**config.mk**
```make
export PLATFORM = sky130hd
export DESIGN_NAME = mem_access_unit
export DESIGN_NICKNAME = d
export VERILOG_FILES = /design/src/rtl/mem_access_unit_pkg.sv /design/src/rtl/mem_access_unit_lane_align.sv /design/src/rtl/mem_access_unit.sv
export SDC_FILE = /design/constraint.sdc
export NUM_CORES = 1
export LEC_CHECK = 0
export BUFFER_PORTS_ARGS = -buffer_cell sky130_fd_sc_hd__buf_2
export CAP_MARGIN = 20
export CORE_AREA = 2 2 92 94
export CTS_CLUSTER_DIAMETER = 100
export DETAILED_ROUTE_END_ITERATION = 16
export DIE_AREA = 0 0 94 96
export PLACE_DENSITY = 0.76
export SKIP_CTS_REPAIR_TIMING = 1
export SYNTH_ARGS = -nofsm -noshare
export SYNTH_HDL_FRONTEND = slang
export SYNTH_SLANG_ARGS = --single-unit
export TNS_END_PERCENT = 30
```
**constraint.sdc**
```tcl
create_clock -name clk -period 1.18 [get_ports clk]
set_input_delay 0.059 -clock clk [delete_from_list [all_inputs] [get_ports clk]]
set_output_delay 0.059 -clock clk [all_outputs]
set_load 0.01 [all_outputs]
```
**src/rtl/mem_access_unit_pkg.sv**
```systemverilog
// Shared widths, request-size and FSM encodings for the data-memory access unit.
// Sub-word (byte/halfword) support is enabled by defining MAU_SUBWORD_EN.
`ifndef ADDR_SIZE
`define ADDR_SIZE 32
`endif
`ifndef WORD_SIZE
`define WORD_SIZE 32
`endif

package mem_access_unit_pkg;

  localparam int unsigned ADDR_W = `ADDR_SIZE;
  localparam int unsigned WORD_W = `WORD_SIZE;

  typedef enum logic [1:0] {
    SIZE_BYTE = 2'b00,
    SIZE_HALF = 2'b01,
    SIZE_WORD = 2'b10,
    SIZE_ILL  = 2'b11
  } req_size_e;

  typedef enum logic [2:0] {
    ST_IDLE   = 3'd0,
    ST_LOAD   = 3'd1,
    ST_STORE  = 3'd2,
    ST_RMW_RD = 3'd3,
    ST_RMW_WR = 3'd4,
    ST_RESP   = 3'd5
  } mau_state_e;

  typedef struct packed {
    req_size_e         size;
    logic              sign;
    logic [ADDR_W-1:0] addr;
    logic [WORD_W-1:0] wdata;
  } mau_req_t;

  // Alignment fault for a given access size and byte offset within the word.
  function automatic logic is_misaligned(input req_size_e size, input logic [1:0] offset);
    logic fault;
`ifdef MAU_SUBWORD_EN
    case (size)
      SIZE_BYTE: fault = 1'b0;
      SIZE_HALF: fault = offset[0];
      SIZE_WORD: fault = (offset != 2'b00);
      default:   fault = 1'b1;
    endcase
`else
    fault = (size != SIZE_WORD) || (offset != 2'b00);
`endif
    return fault;
  endfunction

endpackage

```
**src/rtl/mem_access_unit_lane_align.sv**
```systemverilog
// Big-endian lane extraction/extension for loads and lane merge for sub-word stores.
// Lane logic exists only when MAU_SUBWORD_EN is defined; otherwise words pass through.
module mau_lane_align
  import mem_access_unit_pkg::*;
(
  input  req_size_e         size,
  input  logic              sign,
  input  logic [1:0]        offset,
  input  logic [WORD_W-1:0] rdata,
  input  logic [WORD_W-1:0] wdata,
  output logic [WORD_W-1:0] load_data,
  output logic [WORD_W-1:0] merge_data
);

`ifdef MAU_SUBWORD_EN
  logic [7:0]  byte_lane;
  logic [15:0] half_lane;
  logic        unused_wdata;

  assign unused_wdata = ^wdata[WORD_W-1:16];

  // Offset 0 is the most significant lane.
  always_comb begin
    byte_lane = 8'h00;
    case (offset)
      2'd0:    byte_lane = rdata[WORD_W-1  -: 8];
      2'd1:    byte_lane = rdata[WORD_W-9  -: 8];
      2'd2:    byte_lane = rdata[WORD_W-17 -: 8];
      default: byte_lane = rdata[WORD_W-25 -: 8];
    endcase
    half_lane = offset[1] ? rdata[WORD_W-17 -: 16] : rdata[WORD_W-1 -: 16];
  end

  always_comb begin
    load_data = rdata;
    case (size)
      SIZE_BYTE: load_data = {{(WORD_W-8){sign & byte_lane[7]}}, byte_lane};
      SIZE_HALF: load_data = {{(WORD_W-16){sign & half_lane[15]}}, half_lane};
      default:   load_data = rdata;
    endcase
  end

  always_comb begin
    merge_data = rdata;
    if (size == SIZE_BYTE) begin
      case (offset)
        2'd0:    merge_data[WORD_W-1  -: 8] = wdata[7:0];
        2'd1:    merge_data[WORD_W-9  -: 8] = wdata[7:0];
        2'd2:    merge_data[WORD_W-17 -: 8] = wdata[7:0];
        default: merge_data[WORD_W-25 -: 8] = wdata[7:0];
      endcase
    end else if (size == SIZE_HALF) begin
      if (offset[1]) merge_data[WORD_W-17 -: 16] = wdata[15:0];
      else           merge_data[WORD_W-1  -: 16] = wdata[15:0];
    end
  end
`else
  logic unused_ctrl;

  assign unused_ctrl = ^{size, sign, offset};
  assign load_data   = rdata;
  assign merge_data  = wdata;
`endif

endmodule

```
**src/rtl/mem_access_unit.sv**
```systemverilog
// Load/store unit between the EX/MEM register and a single-port word data memory.
// Define MAU_SUBWORD_EN to build byte/halfword accesses (read-modify-write stores).
module mem_access_unit
  import mem_access_unit_pkg::*;
#(
  parameter bit DEBUG = 1'b0
) (
  input  logic              clk,
  input  logic              rst,
  input  logic              req_valid,
  input  logic              req_write,
  input  logic [1:0]        req_size,
  input  logic              req_signed,
  input  logic [ADDR_W-1:0] req_addr,
  input  logic [WORD_W-1:0] req_wdata,
  output logic              stall,
  output logic              rsp_valid,
  output logic [WORD_W-1:0] rsp_rdata,
  output logic              misalign,
  output logic [ADDR_W-1:0] mem_addr,
  output logic [WORD_W-1:0] mem_wdata,
  output logic              mem_read,
  output logic              mem_write,
  input  logic [WORD_W-1:0] mem_rdata
);

  mau_state_e        state_q, state_d;
  mau_req_t          fields_q, fields_d, req_in;
  logic              accept, fault_in;
  logic              rsp_valid_d, misalign_d, mem_read_d, mem_write_d;
  logic [WORD_W-1:0] rsp_rdata_d, mem_wdata_d, load_data, merge_data;
  logic [ADDR_W-1:0] mem_addr_d, req_word_addr, fields_word_addr;

  mau_lane_align u_lane_align (
    .size       (fields_q.size),
    .sign       (fields_q.sign),
    .offset     (fields_q.addr[1:0]),
    .rdata      (mem_rdata),
    .wdata      (fields_q.wdata),
    .load_data  (load_data),
    .merge_data (merge_data)
  );

  assign req_in           = '{size: req_size_e'(req_size), sign: req_signed,
                              addr: req_addr, wdata: req_wdata};
  assign accept           = (state_q == ST_IDLE) && req_valid;
  assign fault_in         = is_misaligned(req_size_e'(req_size), req_addr[1:0]);
  assign req_word_addr    = {req_addr[ADDR_W-1:2], 2'b00};
  assign fields_word_addr = {fields_q.addr[ADDR_W-1:2], 2'b00};

`ifndef MAU_SUBWORD_EN
  logic unused_fields;
  assign unused_fields = ^fields_word_addr;
`endif

  // Next state plus next values of every registered output; stall is combinational.
  always_comb begin
    state_d     = state_q;
    fields_d    = fields_q;
    stall       = 1'b0;
    rsp_valid_d = 1'b0;
    rsp_rdata_d = '0;
    misalign_d  = 1'b0;
    mem_read_d  = 1'b0;
    mem_write_d = 1'b0;
    mem_addr_d  = '0;
    mem_wdata_d = '0;
    unique case (state_q)
      ST_IDLE: begin
        if (accept) begin
          stall    = 1'b1;
          fields_d = req_in;
          if (fault_in) begin
            state_d     = ST_RESP;
            rsp_valid_d = 1'b1;
            misalign_d  = 1'b1;
          end else if (!req_write) begin
            state_d    = ST_LOAD;
            mem_read_d = 1'b1;
            mem_addr_d = req_word_addr;
          end
`ifdef MAU_SUBWORD_EN
          else if (req_in.size != SIZE_WORD) begin
            state_d    = ST_RMW_RD;
            mem_read_d = 1'b1;
            mem_addr_d = req_word_addr;
          end
`endif
          else begin
            state_d     = ST_STORE;
            mem_write_d = 1'b1;
            mem_addr_d  = req_word_addr;
            mem_wdata_d = req_wdata;
          end
        end
      end
      ST_LOAD: begin
        stall       = 1'b1;
        state_d     = ST_RESP;
        rsp_valid_d = 1'b1;
        rsp_rdata_d = load_data;
      end
      ST_STORE: begin
        stall       = 1'b1;
        state_d     = ST_RESP;
        rsp_valid_d = 1'b1;
      end
`ifdef MAU_SUBWORD_EN
      ST_RMW_RD: begin
        stall       = 1'b1;
        state_d     = ST_RMW_WR;
        mem_write_d = 1'b1;
        mem_addr_d  = fields_word_addr;
        mem_wdata_d = merge_data;
      end
      ST_RMW_WR: begin
        stall       = 1'b1;
        state_d     = ST_RESP;
        rsp_valid_d = 1'b1;
      end
`endif
      ST_RESP: state_d = ST_IDLE;
      default: state_d = ST_IDLE;
    endcase
  end

  always_ff @(posedge clk) begin
    if (rst) begin
      state_q   <= ST_IDLE;
      fields_q  <= '0;
      rsp_valid <= 1'b0;
      rsp_rdata <= '0;
      misalign  <= 1'b0;
      mem_read  <= 1'b0;
      mem_write <= 1'b0;
      mem_addr  <= '0;
      mem_wdata <= '0;
    end else begin
      state_q   <= state_d;
      fields_q  <= fields_d;
      rsp_valid <= rsp_valid_d;
      rsp_rdata <= rsp_rdata_d;
      misalign  <= misalign_d;
      mem_read  <= mem_read_d;
      mem_write <= mem_write_d;
      mem_addr  <= mem_addr_d;
      mem_wdata <= mem_wdata_d;
    end
  end

  if (DEBUG) begin : g_debug
    always_ff @(posedge clk) begin
      if (!rst && accept) begin
        $display("mau: accept %s size=%0d addr=%h wdata=%h",
                 req_write ? "store" : "load", req_size, req_addr, req_wdata);
        if (fault_in) $display("mau: misaligned access size=%0d addr=%h", req_size, req_addr);
      end
    end
  end

endmodule

```
==> qor.yml, run 1 <==
status: "complete, but fails checks"
violations: "negative setup slack"
drt_iter0_drc: 69
synth.distinct_cells: 19
cpMaxStageDelayCell: "dfxtp_2"
numCtsBuffers: 9
finClkSkew_ns: 0.0100
p_per_area_nw_per_um2: 1220
min_path_type: "input port to flip-flop"
crit_path_max_fanout: 4
cts_sinks: 101
vias_per_cell: 4.21
yosysWarnings: 0
total_leakage_power_nw: 2.76
die_x_um: 94
post-place-cells: 529
period_share_pct: 106
critPathBufInv: 2
clock_latency_ns: 0.35
endpoint_kind: "primary output"
path_class: "flip-flop to primary output"
hpwlAfterDp_mm: 4.95
grt_pass1_vias: 2152
initial_utilization_pct: 35.3
num_vias: 2697
hold_start: "rst"
synth_cells: 229
stdcell_count: 641
ant_nets: 0
overflow: 0
slowest_delay_ns: 0.33
grt_max_degree: 37
max_cap_viol_count: 0
ios: 204
place_congestion: 0.696
coreArea_um2: 8050
crit_family: "flip-flops"
final_common_cell: "buf_2"
finalInstanceArea_um2: 5200
fin_crit_ns: 1.25
avgRoutedWirePerCell_um: 13.1
grt_pass1_wl_mm: 9.40
port_buffers: 200
path_cells: "buf_6 > nor3_4 > a211oi_2 > buf_2"
crit_path_start: "state_q[1]"
track_usage_pct: 13.6
die_area_um2: 9020
cts_buffer_depth: 2
syn_to_final_growth_pct: 83.0
arrival_ns: 1.19
setup_viol_count_final: 1
postPlaceCellArea_um2: 4000
clockRootBuffer: "clkbuf_8"
drc: 0
ys_seq_area_share_pct: 71.2
tritoncts: "built"
drive_gt1_share_pct: 43.1
ctsHtreeMaxLevel: 3
nNetsFinal: 634
cp.required_ns: 1.12
r2r-start: "state_q[2]"
n_antenna_cell: 0
row_count: 33
layout_common_cells: "buf_2 (200), dfxtp_1 (99), dlygate4sd3_1 (96)"
path_clk_slew_ns: 0.09
startpoint_type: "flip-flop"
netlist_area_um2: 2840
antenna_found_initial: 0
max_freq_ghz: 0.799
synthesis.area_per_instance_um2: 12.4
fin_util_pct: 64.6
setup_ws_ns: -0.0716
finalHoldViolations: 0
ys_ff_latch: 101
peakVddDrop_uv: 651
rsz0062_at_grt: "true"
drt_first_pass_iters: 4
final_max_slew_viol_count: 0
totalWireLength_mm: 8.41
fp.dieH_um: 96
==> kinds of logic (layout without fill, tap and decap cells) <==
| logic type | count (synthesis) | count (layout) | share of synthesized area, % |
|---|---|---|---|
| other cells | 1 | 2 | 0.132 |
| flops | 101 | 101 | 71.2 |
| simple gates | 108 | 108 | 24.3 |
| buf+inv | 15 | 321 | 3.35 |
| compound gates | 4 | 4 | 1.06 |
==> cells in the mapped netlist (all sizes together) <==
cell      n  area [um^2]
dfxtp   101         2020
and2     64          400
and3     32          200
buf       8         67.6
clkbuf    7         27.5
nor2      3         11.3
a211oi    2         15.0
a21boi    2         15.0
nand3     2         10.0
nor4b     2         32.5
and3b     1         8.76
and4      1         8.76
conb      1         3.75
nand2b    1         6.26
nor2b     1         6.26
nor3      1         5.00
==> flip-flops by register name, summed over array words and instances, names as in the netlist <==
name	cells
mem_write	1
rsp_rdata	32
mem_addr	30
state_q	3
misalign	1
rsp_valid	1
mem_wdata	32
mem_read	1
==> power by group <==
group | internal [mW] | switching, mW
logic | 0.423 | 0.210
clock network | 1.07 | 1.15
registers | 3.46 | 0.0146
==> layer usage <==
| layer | vias to the layer above | wire length (um) | track usage (%) | part of all wire [%] |
|---|---|---|---|---|
| met5 | - | 0 | 0 | 0 |
| met4 | 0 | 102 | 5.07 | 1.2 |
| met3 | 12 | 559 | 5.79 | 6.6 |
| met2 | 114 | 4660 | 24.8 | 55 |
| met1 | 1246 | 3090 | 13.8 | 37 |
| li1 | 1325 | - | - | - |
==> path summary, 6_finish.rpt <==
path	depth (start not counted)	slack, ns	endpoint
max	4	-0.07	stall
min	4	0.04	misalign
max reg2reg	4	0.01	rsp_rdata[24]
min reg2reg	3	0.55	misalign
==> worst register-to-register path: stages, from the launching register on <==
cell,delay (ns)
dfxtp_1,0.32
buf_4,0.15
nor4b_4,0.31
buf_12,0.20
and2_1,0.14
==> layout make-up <==
type	count	area, um^2
fillers	609	2850
repair buffers	305	2070
flip-flops and latches	101	2020
multi-input cells	114	761
clock buffers	11	141
well taps	105	131
clock inverters	5	65.1
==> per-stage QoR <==
stage | hold WS, ns | total power [mW] | setup slack (ns) | TNS, ns
6_report | 0.0408 | 6.33 | -0.0716 | -0.0716
5_1_grt | 0.0341 | 6.60 | -0.132 | -1.97
4_1_cts | -0.119 | 6.15 | -0.172 | -0.944
3_5_place_dp | 0.261 | 3.92 | -0.0759 | -2.01
3_3_place_gp | 0.258 | 3.91 | -0.0188 | -0.318
2_1_floorplan | 0.131 | 3.67 | -0.0163 | -0.677
No activity file was read; power rests on OpenSTA's default activity.
==> inputs of run 2 (changes only) <==
CELL_PAD_IN_SITES_DETAIL_PLACEMENT = 1   (was default)
CELL_PAD_IN_SITES_GLOBAL_PLACEMENT = 1   (was default)
CORE_AREA = 2 2 102 104   (was 2 2 92 94)
DIE_AREA = 0 0 104 106   (was 0 0 94 96)
PLACE_DENSITY = 0.8   (was 0.76)
clock period = 1.4 ns   (was 1.18 ns; I/O delays follow)
==> run 2 against run 1 <==
Effect of this change:
- the flow now finishes without violations
- design area down 0.58%
- clock skew fell by 0.0017 ns
- global-route usage shrank 0.16 points
- highest routed layer unchanged
- flip-flop and latch count stayed put
==> qor.yml, run 2 (synthesized netlist as in run 1, its figures left out) <==
sw_frac_of_total_pct: 22.8  # +1.1 points
tritoncts: "built"
cts_sinks: 101  # unchanged
layout_common_cells: "buf_2 (200), dfxtp_1 (100), dlygate4sd3_1 (95)"
ctsHtreeMaxLevel: 3  # unchanged
comb_power_share_pct: 9.9  # about the same
fp.dieH_um: 106  # +10%
p_per_area_nw_per_um2: 1030  # -16%
crit_path_max_fanout: 4  # unchanged
die_x_um: 104  # +11%
drive_gt1_share_pct: 42.6  # -0.51 points
cts_buffer_depth: 2  # unchanged
grtUsageMet3_pct: 5.09  # -0.71 points
rsz0062_at_grt: "false"
drc: 0  # unchanged
place_congestion: 0.695  # about the same
setup_viol_count_final: 0  # -1
clockRootBuffer: "clkbuf_8"
met2_usage_pct: 23.4  # -1.4 points
port_buffers: 200  # unchanged
avgRoutedWirePerCell_um: 15.8  # +20%
max_freq_ghz: 0.762
ant_nets: 0  # unchanged
path_clk_slew_ns: 0.09  # about the same
antenna_found_initial: 2  # +2
clock_latency_ns: 0.35  # about the same
fill_cells: 1141  # +87%
startpoint_type: "flip-flop"
coreArea_um2: 10000  # +24%
drt_iter0_drc: 80  # +16%
nNetsFinal: 631  # -0.47%
peakVddDrop_uv: 547  # -16%
met1_usage_pct: 14.4  # +0.59 points
row_count: 37  # +12%
track_usage_pct: 13.4  # -0.16 points
crit_path_start: "state_q[1]"
total_leakage_power_nw: 2.73  # -1.2%
fin_crit_ns: 1.31
r2r-start: "state_q[1]"
initial_utilization_pct: 28.4  # -6.9 points
top_usage_layer: "met2"
totalWireLength_mm: 10.6  # +26%
vias_per_cell: 4.06  # -3.6%
largest_registers: "mem_wdata (32), rsp_rdata (32), mem_addr (30)"
overflow: 0  # unchanged
numCtsBuffers: 9  # unchanged
tns_ns: 0  # +0.0716 ns
syn_to_final_growth_pct: 81.9
p_sw_mw: 1.21  # -12%
post-place-cells: 558  # +5.5%
stdcell_count: 671  # +4.7%
period_share_pct: 93.7
final_max_slew_viol_count: 0  # unchanged
pwr-share-seq_pct: 55.3  # +0.4 points
num_vias: 2722  # +0.93%
p_int_mw: 4.10  # -17%
endpoint_kind: "primary output"
hold_start: "req_write"
finClkSkew_ns: 0.00835  # -0.00166 ns
grt_max_degree: 38  # +2.7%
finalHoldViolations: 0  # unchanged
drt_first_pass_iters: 4  # unchanged
grt_pass1_wl_mm: 11.7  # +25%
ios: 204  # unchanged
grt_pass1_vias: 2408  # +12%
status: "completed"
path_class: "flip-flop to primary output"
hpwlAfterDp_mm: 5.80  # +17%
min_path_type: "input port to flip-flop"
arrival_ns: 1.24  # +0.05 ns
max_cap_viol_count: 0  # unchanged
die_area_um2: 11000  # +22%
cp.required_ns: 1.33  # +0.21 ns
clkPwrFrac_pct: 34.8  # -0.3 points
final_common_cell: "buf_2"
## run 2: changes by cell type in the layout (fill, tap and decap cells not counted), sizes merged
cell         before  now
buf             209  207
diode             0    2
inv               3    1
clkinv            1    2
clkinvlp          0    1
dlygate4sd3      96   95
## run 2: stage by stage
step	setup slack, ns	hold slack, ns	utilization [%]	cell area, um^2	power (mW)
2_1_floorplan	0.164	0.142	-	2840	3.09
3_3_place_gp	0.146	0.268	40.0	4000	3.28
3_5_place_dp	0.0960	0.273	40.0	4000	3.30
4_1_cts	-0.0233	-0.119	42.0	4200	5.16
5_1_grt	0.0155	0.0534	51.7	5170	5.52
6_report	0.0883	0.0486	51.7	5170	5.31
## run 2: power groups by stage
stage	logic, mW	registers (mW)	clock network (mW)
3_5_place_dp	0.298	3.00	0
3_3_place_gp	0.286	2.99	0
2_1_floorplan	0.0718	3.02	0
4_1_cts	0.298	2.93	1.93
6_report	0.524	2.93	1.85
5_1_grt	0.570	2.94	2.01
## run 2: cell type report
class	instances	area (um^2)	share of cell area, %
timing repair buffer	302	2030	39.3
sequential	101	2020	39.2
multi-input combinational	114	744	14.4
tap	136	170	3.29
clock buffer	11	131	2.54
clock inverter	5	60.1	1.16
antenna	2	5.00	0.0969
## run 2: worst max-delay path, cell delays in order, from the launching register on
cell and delay, ns:
dfxtp_1 0.33, buf_4 0.15, nor3_2 0.21, a211oi_2 0.06
buf_2 0.15
## run 2: layer usage
metal | routed length, um | vias to the layer above
li1 | - | 1323
met1 | 3850 | 1257
met2 | 5800 | 123
met3 | 701 | 19
met4 | 240 | 0
met5 | 0 | -
## run 2: path summary, 6_finish.rpt
kind | cells after the start | slack (ns) | end
worst min register to register | 3 | 0.66 | misalign
worst max-delay path | 4 | 0.09 | stall
worst max register to register | 4 | 0.11 | rsp_rdata[1]
worst min-delay path | 2 | 0.05 | state_q[1]
